### src/rtl/shift_arbiter.sv
// Shared N-bit shift unit (SLL/SRL/SRA/ROR) behind a round-robin arbiter.
// One registered result per cycle, returned on a valid/ready channel tagged with the requester index.
module shift_arbiter #(
   parameter  int N    = 32,
   parameter  int NREQ = 4,
   localparam int SW   = $clog2(N),
   localparam int IW   = $clog2(NREQ)
) (
   input  logic               clk,
   input  logic               rst,
   input  logic [NREQ-1:0]    req_valid,
   output logic [NREQ-1:0]    req_ready,
   input  logic [NREQ*N-1:0]  req_data,
   input  logic [NREQ*SW-1:0] req_shamt,
   input  logic [NREQ*2-1:0]  req_op,
   output logic               rsp_valid,
   input  logic               rsp_ready,
   output logic [N-1:0]       rsp_data,
   output logic [IW-1:0]      rsp_id,
   output logic [1:0]         rsp_op
);

   typedef enum logic {ST_EMPTY, ST_FULL} state_e;

   state_e          state_q, state_d;
   logic [N-1:0]    data_q, data_d;
   logic [IW-1:0]   id_q, id_d;
   logic [1:0]      op_q, op_d;
   logic [IW-1:0]   ptr_q, ptr_d;

   logic            gnt_found;
   logic [IW-1:0]   gnt_idx;
   logic [IW-1:0]   cand;
   int              sum;
   logic            can_accept;
   logic            accept;
   logic [N-1:0]    opnd;
   logic [N-1:0]    shifted;
   logic [SW-1:0]   shamt;
   logic [1:0]      op;
   logic [2*N-1:0]  ror_w;

   // Scan from the pointer, wrapping mod NREQ (NREQ need not be a power of two).
   always_comb begin
      gnt_found = 1'b0;
      gnt_idx   = '0;
      sum       = 0;
      cand      = '0;
      for (int k = 0; k < NREQ; k++) begin
         sum = int'(ptr_q) + k;
         if (sum >= NREQ) sum = sum - NREQ;
         cand = IW'(sum);
         if (!gnt_found && req_valid[cand]) begin
            gnt_found = 1'b1;
            gnt_idx   = cand;
         end
      end
   end

   always_comb begin
      opnd    = req_data[int'(gnt_idx)*N +: N];
      shamt   = req_shamt[int'(gnt_idx)*SW +: SW];
      op      = req_op[int'(gnt_idx)*2 +: 2];
      ror_w   = {opnd, opnd} >> shamt;
      shifted = ror_w[N-1:0];
      case (op)
         2'b00:   shifted = opnd << shamt;
         2'b01:   shifted = opnd >> shamt;
         2'b10:   shifted = $unsigned($signed(opnd) >>> shamt);
         default: shifted = ror_w[N-1:0];
      endcase
   end

   assign can_accept = (state_q == ST_EMPTY) || rsp_ready;
   assign accept     = gnt_found && can_accept && !rst;

   always_comb begin
      req_ready = '0;
      if (accept) req_ready[gnt_idx] = 1'b1;
   end

   always_comb begin
      state_d = state_q;
      data_d  = data_q;
      id_d    = id_q;
      op_d    = op_q;
      ptr_d   = ptr_q;
      if (accept) begin
         state_d = ST_FULL;
         data_d  = shifted;
         id_d    = gnt_idx;
         op_d    = op;
         ptr_d   = (gnt_idx == IW'(NREQ-1)) ? '0 : gnt_idx + 1'b1;
      end else if (rsp_ready) begin
         // Drain only: payload keeps its last value.
         state_d = ST_EMPTY;
      end
   end

   always_ff @(posedge clk or posedge rst) begin
      if (rst) begin
         state_q <= ST_EMPTY;
         data_q  <= '0;
         id_q    <= '0;
         op_q    <= '0;
         ptr_q   <= '0;
      end else begin
         state_q <= state_d;
         data_q  <= data_d;
         id_q    <= id_d;
         op_q    <= op_d;
         ptr_q   <= ptr_d;
      end
   end

   assign rsp_valid = (state_q == ST_FULL);
   assign rsp_data  = data_q;
   assign rsp_id    = id_q;
   assign rsp_op    = op_q;

endmodule

### config.mk
export PLATFORM = sky130hd
export DESIGN_NAME = shift_arbiter
export DESIGN_NICKNAME = d
export VERILOG_FILES = /design/src/rtl/shift_arbiter.sv
export SDC_FILE = /design/constraint.sdc
export NUM_CORES = 1
export LEC_CHECK = 0
export ABC_CLOCK_PERIOD_IN_PS = 4900
export CORE_UTILIZATION = 51
export DETAILED_ROUTE_END_ITERATION = 8
export GPL_ROUTABILITY_DRIVEN = 1
export PLACE_DENSITY_LB_ADDON = 0.12
export SETUP_SLACK_MARGIN = 0.05
export SLEW_MARGIN = 15
export SYNTH_ARGS = -nofsm -noshare
export SYNTH_HDL_FRONTEND = slang
export SYNTH_SLANG_ARGS = --single-unit
### constraint.sdc
create_clock -name clk -period 4.9 [get_ports clk]
set_input_delay 0.98 -clock clk [delete_from_list [all_inputs] [get_ports clk]]
set_output_delay 0.98 -clock clk [all_outputs]
set_load 0.03 [all_outputs]
# Yosys cells after proc, flatten, opt, wreduce, memory -nomap -nowiden
# Index checks and enable logic that the tools add are counted.
[op_classes] magnitude_cmp=10 mux=27 addsub=8 bitwise=1 multipliers=1 n_shift=7 n_eq_ne=3 reduce_logical=13
[op_table] operator="128-bit by 8-bit variable part select with 32-bit output" n=1
[op_table] operator="32-bit one-hot mux with 3 select lines" n=1
[op_table] operator="64-bit by 5-bit right shift with 32-bit output" n=1
[op_table] operator="32-bit by 5-bit << shifter with 32-bit output" n=1
[op_table] operator="32-bit by 5-bit right shift with 32-bit output" n=1
[op_table] operator="32-bit by 5-bit >>> shifter with 32-bit output" n=1
[op_table] operator="20-bit by 6-bit variable part select with 5-bit output" n=1
[op_table] operator="2-bit 2-to-1 mux" n=9
[op_table] operator="2-bit by 3-bit less-than comparator with 1-bit output, second input constant" n=5
[op_table] operator="1-bit 2-to-1 mux" n=11
[op_table] operator="3-bit >= comparator, second input constant" n=3
[op_table] operator="1-bit binary-select mux with 2-bit select" n=4
[op_table] operator="8-bit by 4-bit variable part select with 2-bit output" n=1
[op_table] operator="2-bit by 1-bit subtractor with 2-bit output, second input constant" n=4
[op_table] operator="2-bit by 2-bit adder with 3-bit output, second input constant" n=2
[op_table] operator="1-bit logical AND" n=6
[op_table] operator="2-bit by 3-bit multiplier with 5-bit output, second input constant" n=1
[op_table] operator="2-bit equality test, second input constant" n=2
[op_table] operator="1-bit zero test" n=4
[op_table] operator="4-bit 2-to-1 mux" n=1
[op_table] operator="2-bit by 1-bit adder with 3-bit output, second input constant" n=1
[op_table] operator="2-bit by 3-bit >= comparator with 1-bit output, second input constant" n=1
[op_table] operator="2-bit by 1-bit adder with 2-bit output, second input constant" n=1
[op_table] operator="1-bit demux with 2-bit select" n=1
[op_table] operator="6 further kinds" n=6
[totals] regBits=39

# Logic depth before layout (Yosys ltp)
# Gate-level depths: netlist of the first run.
[depth] ltp_word=19 depth_mapped=15 mapped_depth_nobuf=10

# Worst setup path before layout of the first run
# OpenSTA, ideal clock, no wires.
[synth_path] path_type="input to output" start="input rst" end="output req_ready[0]" t_arrival_ns=3.240 required_ns=3.920 path_stages=6 slack_ns=0.680 path_cell_list="inv_1 -> o41ai_1 -> nor2b_1 -> clkbuf_1 -> clkbuf_1 -> and2_1"
[synth_between] elab_chain_len=3
[synth_rtl] item="start: declaration" line="10" rtl="input logic rst,"
[synth_rtl] item="1-bit zero test (no source line)"
[synth_rtl] item="1-bit logical AND" line="75" rtl="assign accept = gnt_found && can_accept && !rst;"
[synth_rtl] item="4-bit 2-to-1 mux" line="79" rtl="if (accept) req_ready[gnt_idx] = 1'b1;"
[synth_rtl] item="end: declaration" line="12" rtl="output logic [NREQ-1:0] req_ready,"
# Every way passes these cells.

# Worst setup path in the final report of the first run
[layout_path] start="input req_valid[2]" end="register data_q[19], in the netlist rsp_data[19]"
[layout_between] elab_chain_len=16 word_cells_on_any_way=36 cone_classes="mul: 1; eq/ne: 2; shift: 7; mux: 17; reduce/logical: 9"
[layout_rtl] item="start: declaration" line="11" rtl="input logic [NREQ-1:0] req_valid,"
[layout_rtl] item="1-bit binary-select mux with 2-bit select" line="53" rtl="if (!gnt_found && req_valid[cand]) begin"
[layout_rtl] item="1-bit 2-to-1 mux (implied by the code)" line="53"
[layout_rtl] item="1-bit 2-to-1 mux" line="53"
[layout_rtl] item="1-bit zero test" line="53"
[layout_rtl] item="1-bit logical AND" line="53"
[layout_rtl] item="1-bit 2-to-1 mux" line="53"
[layout_rtl] item="1-bit zero test" line="53"
[layout_rtl] item="1-bit logical AND" line="53"
[layout_rtl] item="1-bit 2-to-1 mux" line="53"
[layout_rtl] item="1-bit zero test" line="53"
[layout_rtl] item="1-bit logical AND" line="53"
[layout_rtl] item="2-bit 2-to-1 mux" line="53"
[layout_rtl] item="2-bit by 3-bit multiplier with 5-bit output" line="62" rtl="shamt = req_shamt[int'(gnt_idx)*SW +: SW];"
[layout_rtl] item="20-bit by 6-bit variable part select with 5-bit output" line="62"
[layout_rtl] item="64-bit by 5-bit right shift with 32-bit output, or another cell as far along" line="64" rtl="ror_w = {opnd, opnd} >> shamt;"
[layout_rtl] item="32-bit one-hot mux with 3 select lines" line="66" rtl="case (op)"
[layout_rtl] item="end signal: assignment" line="109" rtl="data_q <= data_d;"
[layout_rtl] item="end: declaration" line="26" rtl="logic [N-1:0] data_q, data_d;"
# Several ways; a longest one is shown, not always the timed one. The select of a mux whose other input is x is not followed.
# A chain may end at the register's enable or synchronous reset.

==> key figures, run 1 <==
Status
  • Failing checks: design-rule violations
  • Status: finished with violations

Synthesis
  • Synth unique cells: 73
  • Synth top area cells: mux2i_1 (24%), dfrtp_1 (13%), nand2_1 (6.7%)
  • YS warnings: 0
  • Post-synth top area share: 0.243
  • Syn_nets: 1150
  • Post-Synthesis Cells: slightly below 1k
  • Most common flop cell mapped by yosys: dfrtp_1
  • EDFF count, synth: 0
  • Seq/Total Area, Yosys: 0.127
  • Async SR Flop Fraction: 1.00
  • Syn Area/Cell: just under 8 um2
  • Post-synth top area cell: mux2i_1
  • Yosys reg bits: 39
  • Netlist Area Pre-Place: 7690 um2

GRT
  • Vias in the first global route: between 9k and 10k
  • Initial antenna violation count: 1
  • Total Routing Usage GR: 0.482
  • Largest net degree at the start of global routing: 43
  • Grt ovf: 0
  • First-pass GRT wire length: approximately 57000 um

Clocking
  • Total CTS buffers: 5
  • H-Tree Depth: 2
  • Clock root buffer: clkbuf_16
  • Clock tree buffer depth: 2
  • Clock Latency Late Sink: 290 ps
  • TritonCTS clock tree: done
  • Clock tree sinks: 39
  • Clock slew at reported path FFs: around 60 ps

Critical path
  • Reg2Reg Depth: 12
  • Crit path kind: input pin to register
  • Reg2reg end: rsp_data[19]
  • Reg2reg start: ptr_q[1]
  • CP endpoint kind: register
  • Startpoint types: input pin
  • WP data required: between 5000 and 6000 ps
  • CP arrival: 4960 ps
  • CP max FO: between 40 and 50
  • Register-to-register setup slack: 790 ps

Drt
  • Total iterations of the first detailed-routing run: 9
  • Initial drt markers: roughly 1.9k
  • DRC: 46
  • Via Count: just over 10k
  • Vias/cell: 7.24
  • Total Wirelength: 38200 um
  • Post-DR wirelength/cell: ~27 um
  • Post-route ant nets: 0

Floorplanning
  • Full die area: 15600 um2
  • Initial Utilization: 0.525
  • Core area: 14600 um2
  • Die height: 125 um
  • Chip Width: 125 um
  • Top Ports: 204
  • Row cnt: between 40 and 50

Finish
  • Most common cell after layout, fill and taps aside: clkdlybuf4s50_1
  • Post-route cell area: around 11000 um2
  • Fill cell count: between 1k and 1.5k
  • Final core occ: 0.723
  • Post-layout nets: 1382
  • Layout area overhead: 37.7%
  • Most frequent cells in the layout: clkdlybuf4s50_1 (199), mux2i_1 (182), nand2_1 (138)
  • # diodes: 0
  • Layout cells sized above 1: 0.150

Placed design
  • Final GP Congestion: about 1.2
  • Area post-placement: just over 10000 um2
  • Post-DP HPWL: 29600 um
  • I/O Buffers: ~200

STA
  • Setup violations, final: 0
  • Clock Skew: 5.26 ps
  • Slew Limit Headroom: 0.276
  • Final Max Slew Viols: 0
  • Final critical-path required period: a little under 5000 ps
  • Final Hold Viols: 0
  • Period utilisation layout: 0.982
  • RSZ-0062 raised after global routing: no
  • Worst-Margin Slew: ~1100 ps
  • FMAX: a little over 0.2 GHz

Power and ir drop
  • Combinational share of power: 0.869
  • Pwr Density: 700 nW/um2
  • Reg power frac: 0.079
  • Sw Share: 0.582
  • NetSw: between 4000 and 5000 uW
  • Max VDD drop: between 0.4 and 0.5 mV
  • Clk network pwr share: 0.053
  • Static Leak: 0.00440 uW
  • Pint: around 3100 uW
  • Power Total: between 7000 and 8000 uW

Min path
  • Hold EP: rsp_id[0]
  • Worst hold start: rsp_id[0]
  • WHS Path Cells: 1
  • Worst hold path type: register to register

Run
  • Max Cap Violations: 0
worst max-delay path, stage by stage:
cell             delay [ps]
clkdlybuf4s50_1         530
or3b_1                  430
o221ai_4                120
buf_12                  170
buf_12                  270
mux2i_1                 290
mux2_2                  420
nand2_1                 160
buf_4                   190
o211ai_1                750
o22ai_1                 220
a211oi_1                230
a41oi_1                 140
synth_stat cells (4+ instances only):
cell type and number:
o21ai_1 8, a21o_1 4, o31ai_1 5, buf_8 4, mux2i_1 187, a31oi_1 18, a41oi_1 5, o32ai_1 8
and2_1 6, nand3_1 21, a21oi_1 60, buf_2 28, nor2_2 5, a22o_1 9, clkbuf_1 23, nor4_1 5
buf_6 8, mux2i_4 10, nor2_1 79, inv_1 5, buf_1 6, o221ai_1 8, buf_4 10, nor3_1 17
nand2_1 138, o211ai_1 15, mux2_2 17, mux2i_2 19, o21ai_0 49, a32oi_1 13, a221oi_1 14, ha_1 4
a211oi_1 7, o22ai_1 24, dfrtp_1 39, a22oi_1 48
logic make-up (layout without fill, tap and decap cells):
group	after synthesis	after routing	share of synthesized area
buffers and inverters	87	320	0.0719
AOI/OAI and AO/OA	331	331	0.300
DFF	39	39	0.127
muxes	235	235	0.336
and+or+nand+nor	287	287	0.158
adders and majority gates	4	4	0.00651
metal layers:
layer	global-route usage	up-vias	routed length, um
met2	0.742	1005	16000
met1	0.580	4582	13100
met5	0	-	0
met3	0.146	271	5880
met4	0.314	0	3240
li1	-	4278	-
flip-flops by register name, summed over array words and instances, names as in the netlist:
signal / flops
ptr_q: 2
rsp_id: 2
rsp_data: 32
rsp_valid: 1
rsp_op: 2
power by group through the flow:
stage               Clock (uW)  Combinational [uW]  Sequential (uW)
floorplan                    0                3570              837
global placement             0                6000              577
detailed placement           0                6030              585
global route               407                6600              597
CTS                        389                6060              580
finish                     390                6430              581
how the worst max path moves through the flow:
| stage | startpoint | end | depth (start not counted) |
|---|---|---|---|
| after global routing | req_valid[1] | rsp_data[14] | 14 |
| after CTS | req_valid[0] | rsp_data[18] | 13 |
| after detailed placement | req_valid[0] | rsp_data[18] | 13 |
| after floorplan | rst | req_ready[0] | 6 |
| final | req_valid[2] | rsp_data[19] | 13 |
| after global placement | req_valid[2] | rsp_data[18] | 13 |
area by class of cell:
type                    instances  area [um2]  share of cell area
clock buffers                   6         139              0.0131
clock inverters                 2        35.0             0.00331
inverters                       5        18.8             0.00177
multi-input cells             857        6220               0.588
flip-flops and latches         39         976              0.0922
well taps                     184         230              0.0217
repair buffers                307        2970               0.280
timing repair:
action / CTS / global route
setup buffers: 0 / 1
setup endpoints to repair: 0 / 8
hold buffers: 0 / 0
resized for setup: 0 / 3
stage by stage:
step / hold WS [ps] / std cells / setup TNS [ps] / worst slack, ps
2_1_floorplan: 555 / 983 / 0 / 680
6_report: 477 / 1400 / 0 / 88.6
5_1_grt: 521 / 1400 / 0 / 40.4
3_5_place_dp: 465 / 1391 / -41.5 / -33.1
3_3_place_gp: 462 / 1391 / 0 / 65.1
4_1_cts: 478 / 1399 / 0 / 236
No activity file was read; power rests on OpenSTA's default activity.
==> run 2: changes to the inputs <==
- ABC_CLOCK_PERIOD_IN_PS: 4900 -> 5540
- CORE_UTILIZATION: 51 -> 45
- clock period: 4.9 -> 5.54 ns (I/O delays scaled with it)
==> run 2 against run 1 <==
- the run now ends clean
- sequential power is 13% lower
- setup slack better by 400 ps
- final area is 2.6% lower
- non-clock buffer count is 27 lower
- largest cell class unchanged
- cell count is 0.64% higher
- clock skew is 6.5 ps higher
- critical path depth stayed put
==> key figures, run 2 (synthesized netlist as in run 1, its figures left out) <==
Critical path
  • Crit path to: rsp_data[13]
  • Register-to-register setup slack: 1370 ps
  • CP endpoint kind: register
  • Reg2reg start: ptr_q[1]
  • CP max FO: 43
  • Startpoint types: input pin
  • CP arrival: between 5000 and 6000 ps
  • Crit path kind: input pin to register
  • Reg2reg end: rsp_data[13]
  • Reg2Reg Depth: 12
  • WP data required: 5710 ps
  • Critical path origin: req_valid[0]

GRT
  • Vias in the first global route: just over 9k
  • First-pass GRT wire length: ~57000 um
  • Total Routing Usage GR: 0.422
  • Largest net degree at the start of global routing: 47
  • Initial antenna violation count: 0
  • Grt ovf: 0

STA
  • FMAX: roughly 0.20 GHz
  • Final Max Slew Viols: 0
  • Final Hold Viols: 0
  • Setup tns final: 0 ps
  • Setup violations, final: 0
  • Worst-Margin Slew: approximately 1100 ps
  • Slew Limit Headroom: 0.276
  • RSZ-0062 raised after global routing: no
  • Final critical-path required period: 5050 ps
  • Clock Skew: 11.8 ps
  • Period utilisation layout: 0.912

Drt
  • Post-route ant nets: 0
  • Total Wirelength: between 30000 and 40000 um
  • Initial drt markers: approximately 1.5k
  • Vias/cell: 6.95
  • Total iterations of the first detailed-routing run: 7
  • Post-DR wirelength/cell: approximately 27 um
  • Via Count: 9788
  • DRC: 0

Finish
  • # diodes: 0
  • Layout area overhead: 34.1%
  • Fill cell count: between 1.5k and 2k
  • Post-route cell area: 10300 um2
  • Most common cell after layout, fill and taps aside: clkdlybuf4s50_1
  • Final core occ: 0.620
  • Layout cells sized above 1: 0.126
  • Post-layout nets: roughly 1.4k
  • Max reg flops: 32
  • Most frequent cells in the layout: clkdlybuf4s50_1 (201), mux2i_1 (183), nand2_1 (138)

Clocking
  • Clock tree sinks: 39
  • Clock slew at reported path FFs: 60 ps
  • Post-CTS sizing: 0
  • Total CTS buffers: 5
  • Clock root buffer: clkbuf_16
  • H-Tree Depth: 2
  • Cts hold-fix bufs: 0
  • Clock Latency Late Sink: between 200 and 300 ps
  • Clock tree buffer depth: 2
  • Post-CTS Setup Repair Bufs: 0
  • TritonCTS clock tree: done

Power and ir drop
  • Pwr Density: between 600 and 700 nW/um2
  • Power Total: approximately 6300 uW
  • Static Leak: around 0.0042 uW
  • Max VDD drop: just over 0.3 mV

Run
  • Max Cap Violations: 0

Floorplanning
  • Row cnt: 47
  • Initial Utilization: 0.462
  • Die height: about 130 um
  • Chip Width: between 100 and 150 um
  • Top Ports: around 200
  • Full die area: roughly 18000 um2
  • Core area: roughly 17000 um2

Placed design
  • I/O Buffers: just over 200
  • Post-DP HPWL: ~30000 um
  • Final GP Congestion: ~1.1
  • Area post-placement: ~10000 um2

Min path
  • Worst hold path type: register to register

Status
  • Status: completed
[run 2: area by class of cell]
cell class / instances / area (um2) / area share
inverters: 5 / 18.8 / 0.00182
repair buffers: 280 / 2690 / 0.261
well taps: 220 / 275 / 0.0267
flip-flops and latches: 39 / 976 / 0.0946
clock inverters: 1 / 5.00 / 0.000485
multi-input cells: 857 / 6210 / 0.602
clock buffers: 7 / 133 / 0.0129
[run 2: worst min-delay path by stage]
stage	start	end	slack [ps]	depth (start not counted)
global placement	rsp_id[0]	rsp_id[0]	460	1
global route	rsp_data[3]	rsp_data[3]	510	2
detailed placement	rsp_data[3]	rsp_data[3]	460	2
floorplan	ptr_q[1]	ptr_q[1]	550	2
CTS	rsp_data[3]	rsp_data[3]	480	2
finish	rsp_data[3]	rsp_data[3]	470	2
[run 2: through the flow]
stage               setup slack (ps)  instances  hold WS, ps
floorplan                       1060        983          555
global placement                 351       1401          460
detailed placement               330       1401          464
CTS                              616       1409          477
global route                     461       1409          507
finish                           485       1409          473
[run 2: metal layers]
| layer | vias up | global-route usage | routed length, um |
|---|---|---|---|
| met4 | 0 | 0.250 | 2450 |
| met5 | - | 0 | 0 |
| met2 | 842 | 0.644 | 16300 |
| met1 | 4520 | 0.532 | 14400 |
| li1 | 4228 | - | - |
| met3 | 198 | 0.114 | 4890 |
[run 2: worst max-delay path, stage by stage]
cell and delay (ps):
clkdlybuf4s50_1 570, mux2i_1 170, o221ai_4 460, buf_12 350, mux2i_1 140, mux2_2 430
o211ai_1 350, a221oi_1 160, a41oi_1 420, o22ai_1 200, o32ai_1 590, buf_4 210
o21ai_1 50
[run 2: power breakdown]
part           internal [uW]  switching, uW
logic                   1980           3550
registers                416           88.4
clock network            166            115
total                   2560           3760
==> run 3: changes to the inputs <==
- ABC_CLOCK_PERIOD_IN_PS: 5540 -> 5200
- GPL_ROUTABILITY_DRIVEN: 1 -> 0
- clock period: 5.54 -> 5.2 ns (I/O delays scaled with it)
==> run 3 against run 2 <==
- sequential power is 7.3% higher
- largest cell class unchanged
- highest routed layer unchanged
- global-route usage is 2.5 points lower
- cell count is 0.35% lower
==> key figures, run 3 (synthesized netlist as in run 1, its figures left out) <==
Floorplanning
  • Top Ports: just over 200
  • Core area: roughly 17000 um2
  • Row cnt: 47
  • Chip Width: between 100 and 150 um
  • Initial Utilization: 0.462
  • Die height: 133 um
  • Full die area: about 18000 um2

Clocking
  • TritonCTS clock tree: done
  • Clock slew at reported path FFs: around 60 ps
  • Post-CTS Setup Repair Bufs: 0
  • Clock tree sinks: 39
  • Clock Latency Late Sink: 290 ps
  • Clock tree buffer depth: 2
  • H-Tree Depth: 2
  • Total CTS buffers: 5
  • Clock root buffer: clkbuf_16

Drt
  • Post-DR wirelength/cell: around 25 um
  • DRC: 0
  • Vias/cell: 7.03
  • Via Count: ~9.9k
  • Total Wirelength: 35500 um
  • Total iterations of the first detailed-routing run: 8
  • Post-route ant nets: 0
  • Initial drt markers: around 1.8k

Finish
  • Most frequent cells in the layout: clkdlybuf4s50_1 (199), mux2i_1 (181), nand2_1 (138)
  • # diodes: 0
  • Layout cells sized above 1: 0.128
  • Fill cell count: 1536
  • Layout area overhead: 33.6%
  • Most common cell after layout, fill and taps aside: clkdlybuf4s50_1
  • Post-layout nets: about 1.4k
  • Multi-input logic area: approximately 6200 um2
  • Max reg flops: 32
  • Reg area: 976 um2

Power and ir drop
  • Max VDD drop: 0.310 mV
  • Reg power frac: 0.082
  • Combinational share of power: 0.870
  • Pwr Density: between 600 and 700 nW/um2
  • Static Leak: around 0.0042 uW
  • NetSw: between 3000 and 4000 uW
  • Clk network pwr share: 0.047
  • Sw Share: 0.592
  • Pint: approximately 2700 uW

Critical path
  • CP endpoint kind: register
  • Crit path to: rsp_data[28]
  • Register-to-register setup slack: a little under 900 ps
  • Crit path kind: input pin to register
  • Startpoint types: input pin
  • CP max FO: 25
  • CP arrival: around 5200 ps
  • Reg2reg end: rsp_data[28]
  • Critical path origin: req_valid[0]
  • Reg2reg start: ptr_q[1]
  • WP data required: approximately 5400 ps
  • Reg2Reg Depth: 12

GRT
  • First-pass GRT wire length: approximately 54000 um
  • Grt ovf: 0
  • Total Routing Usage GR: 0.397
  • Initial antenna violation count: 0
  • Vias in the first global route: about 9.5k
  • Largest net degree at the start of global routing: 40

Placed design
  • I/O Buffers: 203
  • Pre-CTS setup slack: between 100 and 150 ps
  • Post-DP HPWL: around 27000 um

STA
  • RSZ-0062 raised after global routing: no
  • Final Hold Viols: 0
  • Setup slack after layout: ~130 ps
  • Final critical-path required period: 5070 ps
  • Setup tns final: 0 ps
  • Final Max Slew Viols: 0
  • Clock Skew: approximately 6.6 ps
  • FMAX: 0.197 GHz
  • Slew Limit Headroom: 0.141
  • Period utilisation layout: 0.974
  • Setup violations, final: 0
  • Worst-Margin Slew: between 1000 and 1500 ps

Status
  • Status: completed

Run
  • Max Cap Violations: 0

Min path
  • Worst hold path type: register to register
==> run 3: cell count changes in the layout (fill, tap and decap cells not counted) <==
| cell | delta |
|---|---|
| a311oi_2 | +1 |
| mux2i_1 | -2 |
| clkinv_2 | +2 |
| a311oi_1 | -1 |
| mux2i_2 | +3 |
| buf_4 | -2 |
| clkbuf_1 | -2 |
| buf_12 | -2 |
| clkdlybuf4s50_1 | -2 |
==> run 3: power by group through the flow <==
stage	clock, uW	sequential (uW)	combinational, uW
4_1_cts	313	543	5390
6_report	311	542	5720
2_1_floorplan	0	789	3360
5_1_grt	323	558	5930
3_3_place_gp	0	541	5390
3_5_place_dp	0	547	5360
==> run 3: layout make-up <==
class                           count  area share
Sequential cell                    39      0.0951
Tap cell                          220      0.0268
Inverter                            5     0.00183
Clock inverter                      3     0.00146
Clock buffer                        5      0.0122
Timing Repair Buffer              274       0.255
Multi-Input combinational cell    858       0.608
==> run 3: critical path, stage by stage <==
cell             delay (ps)
clkdlybuf4s50_1         570
mux2i_1                 160
o221ai_4                390
buf_4                   450
mux2i_2                 610
mux2_2                  500
buf_4                   290
nor2_1                   80
nand2_1                 190
nor3_1                   80
a221oi_1                400
and4_1                  350
a31oi_1                 110
==> run 3: worst min path at each step <==
| stage | from | end | cells past startpoint |
|---|---|---|---|
| 6_report | rsp_op[0] | rsp_op[0] | 2 |
| 2_1_floorplan | ptr_q[1] | ptr_q[1] | 2 |
| 5_1_grt | rsp_id[0] | rsp_id[0] | 1 |
| 3_3_place_gp | rsp_id[0] | rsp_id[0] | 1 |
| 3_5_place_dp | rsp_op[0] | rsp_op[0] | 2 |
| 4_1_cts | rsp_op[0] | rsp_op[0] | 2 |
==> run 3: metrics by stage <==
stage / std cells / util / instance area [um2] / total power, uW / hold slack, ps
floorplan: 983 / - / 7690 / 4150 / 555
global placement: 1395 / 0.607 / 10100 / 5930 / 461
detailed placement: 1395 / 0.607 / 10100 / 5910 / 471
CTS: 1403 / 0.615 / 10200 / 6240 / 485
global route: 1404 / 0.617 / 10300 / 6810 / 507
finish: 1404 / 0.617 / 10300 / 6570 / 479
==> run 3: layer usage <==
layer | share of wire | up-vias | global-route usage
met5 | 0 | - | 0
met4 | 0.072 | 0 | 0.231
met3 | 0.14 | 233 | 0.137
met2 | 0.41 | 917 | 0.593
met1 | 0.37 | 4500 | 0.493
li1 | - | 4219 | -
==> run 3: what timing repair did <==
| item | in CTS | in global routing |
|---|---|---|
| gates resized for setup | 0 | 3 |
| hold buffers | 0 | 0 |
| endpoints found under the setup margin | 0 | 4 |
